**src/rtl/rv0_pkg.sv**
```systemverilog
// rtl/rv0_pkg.sv - shared AHB-Lite constants and arbiter types for the rv0 core
package rv0_pkg;

  typedef enum logic [1:0] {
    OWN_NONE = 2'd0,
    OWN_IFU  = 2'd1,
    OWN_LSU  = 2'd2
  } arb_owner_e;

  typedef enum logic [1:0] {
    A_IDLE = 2'd0,
    A_IFU  = 2'd1,
    A_LSU  = 2'd2
  } arb_state_e;

  localparam logic [1:0] HTRANS_IDLE   = 2'b00;
  localparam logic [1:0] HTRANS_BUSY   = 2'b01;
  localparam logic [1:0] HTRANS_NONSEQ = 2'b10;
  localparam logic [1:0] HTRANS_SEQ    = 2'b11;

  localparam logic HRESP_OKAY  = 1'b0;
  localparam logic HRESP_ERROR = 1'b1;

  // A requester only asks for the bus with NONSEQ or SEQ.
  function automatic logic htrans_active(input logic [1:0] htrans);
    return (htrans == HTRANS_NONSEQ) || (htrans == HTRANS_SEQ);
  endfunction

endpackage

```
**src/rtl/rv0_arb_prio.sv**
```systemverilog
// rtl/rv0_arb_prio.sv - LSU-first priority pick with saturating IFU starvation counter
module rv0_arb_prio
  import rv0_pkg::*;
#(
  parameter int unsigned STARVE_LIM = 4
) (
  input  logic       clk_i,
  input  logic       rst_ni,
  input  logic       i_ifu_act,
  input  logic       i_lsu_act,
  input  logic       i_ifu_acc,
  input  logic       i_hold,
  output arb_owner_e o_pick
);

  localparam int unsigned CW = (STARVE_LIM > 0) ? $clog2(STARVE_LIM + 1) : 1;
  localparam logic [CW-1:0] LIM = CW'(STARVE_LIM);

  logic [CW-1:0] r_starve;
  logic          w_forced;

  // A limit of zero never forces the IFU, leaving pure LSU priority.
  assign w_forced = (STARVE_LIM != 0) && (r_starve >= LIM) && i_ifu_act;

  // Fixed priority: LSU unless the IFU has waited long enough.
  always_comb begin
    o_pick = OWN_NONE;
    if (i_lsu_act && !w_forced) begin
      o_pick = OWN_LSU;
    end else if (i_ifu_act) begin
      o_pick = OWN_IFU;
    end
  end

  // Count cycles the IFU loses to the LSU; an accepted IFU transfer clears it.
  always_ff @(posedge clk_i or negedge rst_ni) begin
    if (!rst_ni) begin
      r_starve <= '0;
    end else if (i_ifu_acc) begin
      r_starve <= '0;
    end else if (!i_hold && (o_pick == OWN_LSU) && i_ifu_act && (r_starve < LIM)) begin
      r_starve <= r_starve + CW'(1);
    end
  end

endmodule

```
**src/rtl/rv0_mem_arb.sv**
```systemverilog
// rtl/rv0_mem_arb.sv - IFU/LSU AHB-Lite arbiter onto one shared memory port
module rv0_mem_arb
  import rv0_pkg::*;
#(
  parameter int unsigned XLEN       = 32,
  parameter int unsigned STARVE_LIM = 4
) (
  input  logic            clk_i,
  input  logic            rst_ni,
  // IFU requester port
  input  logic [XLEN-1:0] i_ifu_haddr,
  input  logic [1:0]      i_ifu_htrans,
  input  logic            i_ifu_hwrite,
  input  logic [2:0]      i_ifu_hsize,
  input  logic [XLEN-1:0] i_ifu_hwdata,
  output logic [XLEN-1:0] o_ifu_hrdata,
  output logic            o_ifu_hreadyout,
  output logic            o_ifu_hresp,
  // LSU requester port
  input  logic [XLEN-1:0] i_lsu_haddr,
  input  logic [1:0]      i_lsu_htrans,
  input  logic            i_lsu_hwrite,
  input  logic [2:0]      i_lsu_hsize,
  input  logic [XLEN-1:0] i_lsu_hwdata,
  output logic [XLEN-1:0] o_lsu_hrdata,
  output logic            o_lsu_hreadyout,
  output logic            o_lsu_hresp,
  // shared memory port
  output logic            o_mem_hsel,
  output logic [XLEN-1:0] o_mem_haddr,
  output logic [1:0]      o_mem_htrans,
  output logic            o_mem_hwrite,
  output logic [2:0]      o_mem_hsize,
  output logic [XLEN-1:0] o_mem_hwdata,
  input  logic [XLEN-1:0] i_mem_hrdata,
  input  logic            i_mem_hreadyout,
  input  logic            i_mem_hresp,
  // debug grant {lsu, ifu}
  output logic [1:0]      arb_gnt_o
);

  arb_state_e      r_state;
  arb_state_e      w_state_nxt;
  arb_owner_e      w_gnt;
  arb_owner_e      w_pick;
  arb_owner_e      r_dph;
  arb_owner_e      r_last_own;
  logic [XLEN-1:0] r_haddr;

  logic            w_ifu_act;
  logic            w_lsu_act;
  logic            w_hold;
  logic            w_accept;
  logic            w_ifu_acc;
  logic            w_g_act;
  logic [1:0]      w_g_htrans;
  logic [XLEN-1:0] w_g_haddr;
  logic            w_g_hwrite;
  logic [2:0]      w_g_hsize;

  assign w_ifu_act = htrans_active(i_ifu_htrans);
  assign w_lsu_act = htrans_active(i_lsu_htrans);

  // A stalled memory keeps the address that is already on the bus.
  assign w_hold = !i_mem_hreadyout && (r_state != A_IDLE);

  rv0_arb_prio #(
    .STARVE_LIM (STARVE_LIM)
  ) u_prio (
    .clk_i     (clk_i),
    .rst_ni    (rst_ni),
    .i_ifu_act (w_ifu_act),
    .i_lsu_act (w_lsu_act),
    .i_ifu_acc (w_ifu_acc),
    .i_hold    (w_hold),
    .o_pick    (w_pick)
  );

  // Address-phase state register.
  always_ff @(posedge clk_i or negedge rst_ni) begin
    if (!rst_ni) begin
      r_state <= A_IDLE;
    end else begin
      r_state <= w_state_nxt;
    end
  end

  // Grant is combinational so the chosen address reaches memory this cycle.
  always_comb begin
    w_gnt       = OWN_NONE;
    w_state_nxt = A_IDLE;
    if (!rst_ni) begin
      w_gnt = OWN_NONE;
    end else if (w_hold) begin
      case (r_state)
        A_IFU:   w_gnt = OWN_IFU;
        A_LSU:   w_gnt = OWN_LSU;
        default: w_gnt = OWN_NONE;
      endcase
    end else begin
      w_gnt = w_pick;
    end
    case (w_gnt)
      OWN_IFU: w_state_nxt = A_IFU;
      OWN_LSU: w_state_nxt = A_LSU;
      default: w_state_nxt = A_IDLE;
    endcase
  end

  // Select the grantee's address-phase signals.
  always_comb begin
    w_g_act    = 1'b0;
    w_g_htrans = HTRANS_IDLE;
    w_g_haddr  = r_haddr;
    w_g_hwrite = 1'b0;
    w_g_hsize  = 3'd0;
    case (w_gnt)
      OWN_IFU: begin
        w_g_act    = w_ifu_act;
        w_g_htrans = i_ifu_htrans;
        w_g_haddr  = i_ifu_haddr;
        w_g_hwrite = i_ifu_hwrite;
        w_g_hsize  = i_ifu_hsize;
      end
      OWN_LSU: begin
        w_g_act    = w_lsu_act;
        w_g_htrans = i_lsu_htrans;
        w_g_haddr  = i_lsu_haddr;
        w_g_hwrite = i_lsu_hwrite;
        w_g_hsize  = i_lsu_hsize;
      end
      default: ;
    endcase
  end

  assign w_accept  = w_g_act && i_mem_hreadyout;
  assign w_ifu_acc = w_accept && (w_gnt == OWN_IFU);

  // Track the data-phase owner, the owner of the last accepted transfer and the last address.
  always_ff @(posedge clk_i or negedge rst_ni) begin
    if (!rst_ni) begin
      r_dph      <= OWN_NONE;
      r_last_own <= OWN_NONE;
      r_haddr    <= '0;
    end else begin
      if (i_mem_hreadyout) begin
        r_dph <= w_accept ? w_gnt : OWN_NONE;
      end
      if (w_accept) begin
        r_last_own <= w_gnt;
      end
      if (w_gnt != OWN_NONE) begin
        r_haddr <= w_g_haddr;
      end
    end
  end

  // A burst continuation must restart as NONSEQ after the other requester used the bus.
  always_comb begin
    o_mem_htrans = w_g_htrans;
    if (w_gnt == OWN_NONE) begin
      o_mem_htrans = HTRANS_IDLE;
    end else if ((w_g_htrans == HTRANS_SEQ) && (r_last_own != w_gnt)) begin
      o_mem_htrans = HTRANS_NONSEQ;
    end
  end

  assign o_mem_hsel   = 1'b1;
  assign o_mem_haddr  = w_g_haddr;
  assign o_mem_hwrite = w_g_hwrite;
  assign o_mem_hsize  = w_g_hsize;
  assign arb_gnt_o    = {w_gnt == OWN_LSU, w_gnt == OWN_IFU};

  // Write data follows whoever owns the data phase.
  always_comb begin
    o_mem_hwdata = '0;
    case (r_dph)
      OWN_IFU: o_mem_hwdata = i_ifu_hwdata;
      OWN_LSU: o_mem_hwdata = i_lsu_hwdata;
      default: ;
    endcase
  end

  assign o_ifu_hrdata = i_mem_hrdata;
  assign o_lsu_hrdata = i_mem_hrdata;

  // A requester waits while memory stalls or while its pending address is denied.
  always_comb begin
    o_ifu_hreadyout = 1'b1;
    o_lsu_hreadyout = 1'b1;
    if ((r_dph == OWN_IFU) || w_ifu_act) begin
      o_ifu_hreadyout = i_mem_hreadyout && (!w_ifu_act || (w_gnt == OWN_IFU));
    end
    if ((r_dph == OWN_LSU) || w_lsu_act) begin
      o_lsu_hreadyout = i_mem_hreadyout && (!w_lsu_act || (w_gnt == OWN_LSU));
    end
    if (!rst_ni) begin
      o_ifu_hreadyout = 1'b1;
      o_lsu_hreadyout = 1'b1;
    end
  end

  assign o_ifu_hresp = (r_dph == OWN_IFU) ? i_mem_hresp : HRESP_OKAY;
  assign o_lsu_hresp = (r_dph == OWN_LSU) ? i_mem_hresp : HRESP_OKAY;

endmodule

```
**config.mk**
```make
export PLATFORM = sky130hd
export DESIGN_NAME = rv0_mem_arb
export DESIGN_NICKNAME = d
export VERILOG_FILES = /design/src/rtl/rv0_pkg.sv /design/src/rtl/rv0_arb_prio.sv /design/src/rtl/rv0_mem_arb.sv
export SDC_FILE = /design/constraint.sdc
export NUM_CORES = 1
export LEC_CHECK = 0
export ABC_AREA = 1
export BUFFER_PORTS_ARGS = -buffer_cell sky130_fd_sc_hd__buf_4
export CAP_MARGIN = 20
export CELL_PAD_IN_SITES_DETAIL_PLACEMENT = 2
export CELL_PAD_IN_SITES_GLOBAL_PLACEMENT = 2
export CORE_ASPECT_RATIO = 0.8
export CORE_MARGIN = 8
export CORE_UTILIZATION = 19
export CTS_CLUSTER_SIZE = 20
export DETAILED_ROUTE_END_ITERATION = 12
export PLACE_DENSITY_LB_ADDON = 0.15
export SYNTH_ARGS = -nofsm -noshare
export SYNTH_HDL_FRONTEND = slang
export SYNTH_SLANG_ARGS = --single-unit
```
**constraint.sdc**
```tcl
create_clock -name clk_i -period 4.5 [get_ports clk_i]
set_clock_uncertainty 0.15 [all_clocks]
set_input_delay 0.45 -clock clk_i [delete_from_list [all_inputs] [get_ports clk_i]]
set_output_delay 0.45 -clock clk_i [all_outputs]
set_load 0.02 [all_outputs]
```
**Word level (Yosys, flattened, before mapping)**

Cells that the tools add are included.

- Add/sub/neg operators: 1
- $lt $le $gt $ge: 2
- Equality and inequality tests: 13
- Mux-type cells: 23
- Reduce and logical (&&, ||, !) cells: 26

Operators by type and width:

| operator | count |
|---|---|
| case mux 32 bit (2 select lines) | 2 |
| equality test 2 bit, second input constant | 9 |
| 2-to-1 mux 2 bit | 6 |
| case mux 2 bit (2 select lines) | 3 |
| logical AND 1 bit | 11 |
| 2-to-1 mux 1 bit | 7 |
| equality test 2 x 1 -> 1 bit, second input constant | 3 |
| logical OR 1 bit | 6 |
| 2-to-1 mux 3 bit | 2 |
| case mux 3 bit (2 select lines) | 1 |
| nonzero test 2 bit | 3 |
| zero test 1 bit | 5 |
| case mux 1 bit (2 select lines) | 2 |
| adder 3 x 1 -> 3 bit, second input constant | 1 |
| >= comparator 3 bit, second input constant | 1 |
| < comparator 3 bit, second input constant | 1 |
| zero test 2 bit | 1 |
| inequality test 2 bit | 1 |

- Bits in registers: 41
- Input bits: 176
- Output and inout port bits: 141
- Logic and storage cells: 70

**Logic depth before layout (Yosys ltp)**

- Depth in word-level cells: 14
- Mapped depth: 13
- Gate-level depth less buffers: 13

**Cells and area by module**

From an unflattened synthesis, not the netlist that was laid out.

- Cells, all modules: 530
- Area, all modules: 3,594.7 um^2

By module, submodules not included:

| module | instances | cells an instance | area each (um^2) | sequential area each (um^2) |
|---|---|---|---|---|
| rv0_mem_arb | 1 | 501 | 3,390.8 | 950.9 |
| rv0_arb_prio | 1 | 29 | 203.9 | 75.1 |

**Least setup slack after synthesis**

Ideal clock, no wire load.

- Kind: input to output
- From: input port i_mem_hreadyout
- To: output port o_mem_haddr[10]
- Data arrival time: 2,057 ps
- Path slack: 1,843 ps
- Cell stages on the path: 9
- Path buffers: 2
- Path through: inv_2 > a21oi_1 > nand2_2 > inv_1 > ha_1 > buf_2 > buf_2 > a21oi_1 > a21oi_1

- Word-level cells in the longest chain between the ends: 6

Ends and longest elaborated chain:

| item | RTL line | RTL |
|---|---|---|
| start: declaration | rv0_mem_arb.sv:36 | `input logic i_mem_hreadyout,` |
| zero test 1 bit | rv0_mem_arb.sv:65 | `assign w_hold = !i_mem_hreadyout && (r_state != A_IDLE);` |
| logical AND 1 bit | rv0_mem_arb.sv:65 |  |
| 2-to-1 mux 2 bit | rv0_mem_arb.sv:94 | `end else if (w_hold) begin` |
| 2-to-1 mux 2 bit | rv0_mem_arb.sv:92 | `if (!rst_ni) begin` |
| via w_gnt[0] | rv0_mem_arb.sv:44 | `arb_owner_e w_gnt;` |
| equality test 2 x 1 -> 1 bit | -- |  |
| via arb_gnt_o[0] | rv0_mem_arb.sv:39 | `output logic [1:0] arb_gnt_o` |
| case mux 32 bit (2 select lines) | rv0_mem_arb.sv:117 | `case (w_gnt)` |
| end: declaration | rv0_mem_arb.sv:30 | `output logic [XLEN-1:0] o_mem_haddr,` |

The timed path passes the listed nets, and every way through them passes these cells.

**Worst setup path in the final report**

- From: register r_state[0]
- To: output port o_mem_haddr[11]

- Word-level cells in the longest chain between the ends: 6

Ends and longest elaborated chain:

| item | RTL line | RTL |
|---|---|---|
| start: declaration | rv0_mem_arb.sv:42 | `arb_state_e r_state;` |
| start signal: assignment | rv0_mem_arb.sv:84 | `r_state <= w_state_nxt;` |
| equality test 2 bit (tied with other cells) | rv0_mem_arb.sv:95 | `case (r_state)` |
| case mux 2 bit (2 select lines) or logical AND 1 bit (tied branches) | rv0_mem_arb.sv:95, rv0_mem_arb.sv:65 |  |
| 2-to-1 mux 2 bit * | rv0_mem_arb.sv:94 |  |
| 2-to-1 mux 2 bit * | rv0_mem_arb.sv:92 |  |
| via w_gnt[1] | rv0_mem_arb.sv:44 |  |
| equality test 2 bit or equality test 2 x 1 -> 1 bit (tied branches) | rv0_mem_arb.sv:117 |  |
| case mux 32 bit (2 select lines) * | rv0_mem_arb.sv:117 |  |

The timed path passes the listed nets; every way through them passes the cells marked *.

==> summary.txt <==
Width of the die -> 168 microns
Initial Util -> 19.4%
Global-route wire length before repair -> 24.8 mm
Area leader, netlist -> dfrtp_1
Startpoint type of the worst setup path -> flop
Most common cell in the netlist -> nand2_1
Critical Path Fanout Max -> 29
Grt total ovfl -> 0
Core area -> 18100 sq um
Reg2reg end -> r_haddr[29]$_DFFE_PN0P_
Area contributors post-synth -> dfrtp_1 (29%), nand2_1 (16%), a21oi_1 (15%)
Number of flops mapped to enable cells by yosys -> 0
RR Startpoint -> r_state[0]$_DFF_PN0_
Post-synth top cells -> nand2_1 (153), a21oi_1 (104), buf_4 (69)
FP Rows -> 44
Vias -> 3898
CTS Root Cell -> clkbuf_16
Synth Net Count -> 698
Top delay family on crit path -> buffers and inverters
H-tree Lvls -> 2
Drt total wl -> 16.2 mm
Maximum vdd drop -> 0.180 mV
Chip height -> 138 microns
Critical path class -> flop to primary output
Reg2Reg Setup Slack -> 1.74 ns
Worst setup path start -> r_state[0]$_DFF_PN0_
CTS tree -> yes
Required time of the worst setup path -> 3.90 ns
Layout area overhead -> 43.6%
Total power -> 2.29 mW
Die Area -> 23100 sq um
Tcrit/Tclk final -> 71.9%
Buf+Inv Stages, Crit Path -> 3
RSZ-0062 raised after global routing -> no
Io pins -> 317
PostCTS Resize Cnt -> 0
Post-synthesis instance total -> 514
Worst relative slew slack -> 55.7%
Final Max Tran Viols -> 0
DRT Pass-1 Iters -> 4
DPL Wire Length -> 12.8 mm
CP cell instances -> a21oi_1, nand2_2, inv_1, ha_2, buf_4, nand2_1, nand2_1, a21oi_1, a21oi_1, buf_4
DP Area -> 4860 sq um
Number of CTS-inserted buffers -> 5
DRC viols -> 0
PortBufs -> 219
Via density -> 4.42
Critical path data arrival time -> 2.63 ns
Outcome -> finished, final reports clean
Setup Viol. Count Final -> 0
Synth unique cells -> 27
Fmax -> 309 MHz
Pin count of the biggest net entering global routing -> 44
GRT Overall Usage -> 13.4%
Sequential area share after synthesis -> 29.2%
Worst Reg-to-Reg Cells -> 7
Antenna diodes -> 0
Hold-fix buffers, CTS -> 0
Slew @ Worst Pin -> 0.663 ns
PD cells -> 454 nW/um^2
Max incr delay on CP -> 0.42 ns
Hold crit path type -> primary input to async pin
Wirelength per Cell -> 18.4 microns
Clock Tree Buf Depth -> 2
Ys async rst share -> 100%
Yosys reg bits -> 41
Max-Cap Viols -> 0
Share of cells above drive strength 1 -> 38.2%
Syn avg cell area -> 6.83 sq um
Clk slew on worst S/H paths -> 0.06 ns
Mapped cell area -> 3510 sq um
Post-route ant nets -> 0
Iter 0 DRT Violations -> 93
Final Hold Fails -> 0
Critical path endpoint category -> primary output
TNS Setup -> 0 ns
Initial antenna violation count -> 0
Clock Sinks -> 41
Worst-Skew Late Latency -> 0.29 ns
Synth top area share -> 29.2%
Layout Nets -> 835
Minimum clock period -> 3.23 ns
Most used cell, CP -> a21oi_1
GP Congestion -> 0.725
CP max stage cell -> dfrtp_1
Vias in the first global route -> 4367
Leak Pwr -> 2.46 nW
Synth warn -> 0
Ys flop type -> dfrtp_1
Post-route cell area -> 5040 sq um
Setup bufs post-CTS -> 0
==> stage by stage <==
step | instances | setup slack (ns) | utilization [%] | hold WS [ns]
final | 882 | 1.27 | 27.8 | 0.143
after global routing | 882 | 1.07 | 27.8 | 0.198
after CTS | 881 | 1.24 | 27.7 | 0.183
after detailed placement | 873 | 1.38 | 26.8 | 0.386
after global placement | 872 | 1.47 | 26.7 | 0.375
after floorplan | 514 | 1.84 | - | 0.00441
==> sequential cells by signal, indices dropped and copies added, names as in the netlist <==
signal / cells
u_prio.r_starve: 3
r_state: 2
r_haddr: 32
r_dph: 2
r_last_own: 2
==> placed cells by master (no fill, tap or decap), types with 2 or more instances in the layout <==
cell type  netlist  routed
a21oi_1        104     104
a22oi_1         32      32
buf_16           0       2
buf_4           69     225
clkbuf_16        0       5
clkbuf_8         0       2
dfrtp_1         41      41
ha_1             8       6
ha_2             0       2
inv_1           48      48
inv_2            2       2
nand2_1        153     153
nand2_2          2       2
nand2_4          2       2
nand3_1          4       4
nor2_1           3       3
o211ai_1         2       2
o21ai_0          6       6
==> how the worst max path moves through the flow <==
stage                                 end  slack [ns]  cells past startpoint
final                     o_mem_haddr[11]        1.27                     10
after global routing      o_mem_haddr[11]        1.07                     10
after CTS                 o_mem_haddr[11]        1.24                     10
after detailed placement  o_mem_haddr[11]        1.38                     12
after global placement    o_mem_haddr[15]        1.47                     10
after floorplan           o_mem_haddr[10]        1.84                      9
==> power by group <==
group	internal [mW]	switching, mW	total [mW]
clock network	0.235	0.157	0.392
logic	0.522	0.777	1.30
registers	0.540	0.0551	0.595
total	1.30	0.989	2.29
==> layout make-up <==
cell class | instances | area [sq um]
flip-flops and latches | 41 | 1030
clock buffers | 7 | 153
inverters | 51 | 194
repair buffers | 227 | 1740
well taps | 230 | 288
multi-input cells | 325 | 1630
fillers | 2171 | 13100
clock inverters | 1 | 5.00
==> logic make-up (layout without fill, tap and decap cells) <==
kind of cell               count (synthesis)  after routing  synth area share (%)
adders and majority gates                  8              8                  2.85
and+or+nand+nor                          167            167                  19.0
DFF                                       41             41                  29.2
other                                      1              1                 0.107
AOI/OAI and AO/OA                        148            148                  24.1
buffers and inverters                    148            286                  24.4
xor gates and xnor gates                   1              1                 0.250
==> metal layers <==
metal / GRT usage (%) / up-vias / wire (microns)
li1: - / 1865 / -
met4: 3.22 / 0 / 248
met2: 24.5 / 112 / 8270
met5: 0 / - / 0
met3: 2.84 / 31 / 772
met1: 15.9 / 1890 / 6920
Note: power is estimated with default switching activity, not from simulation.
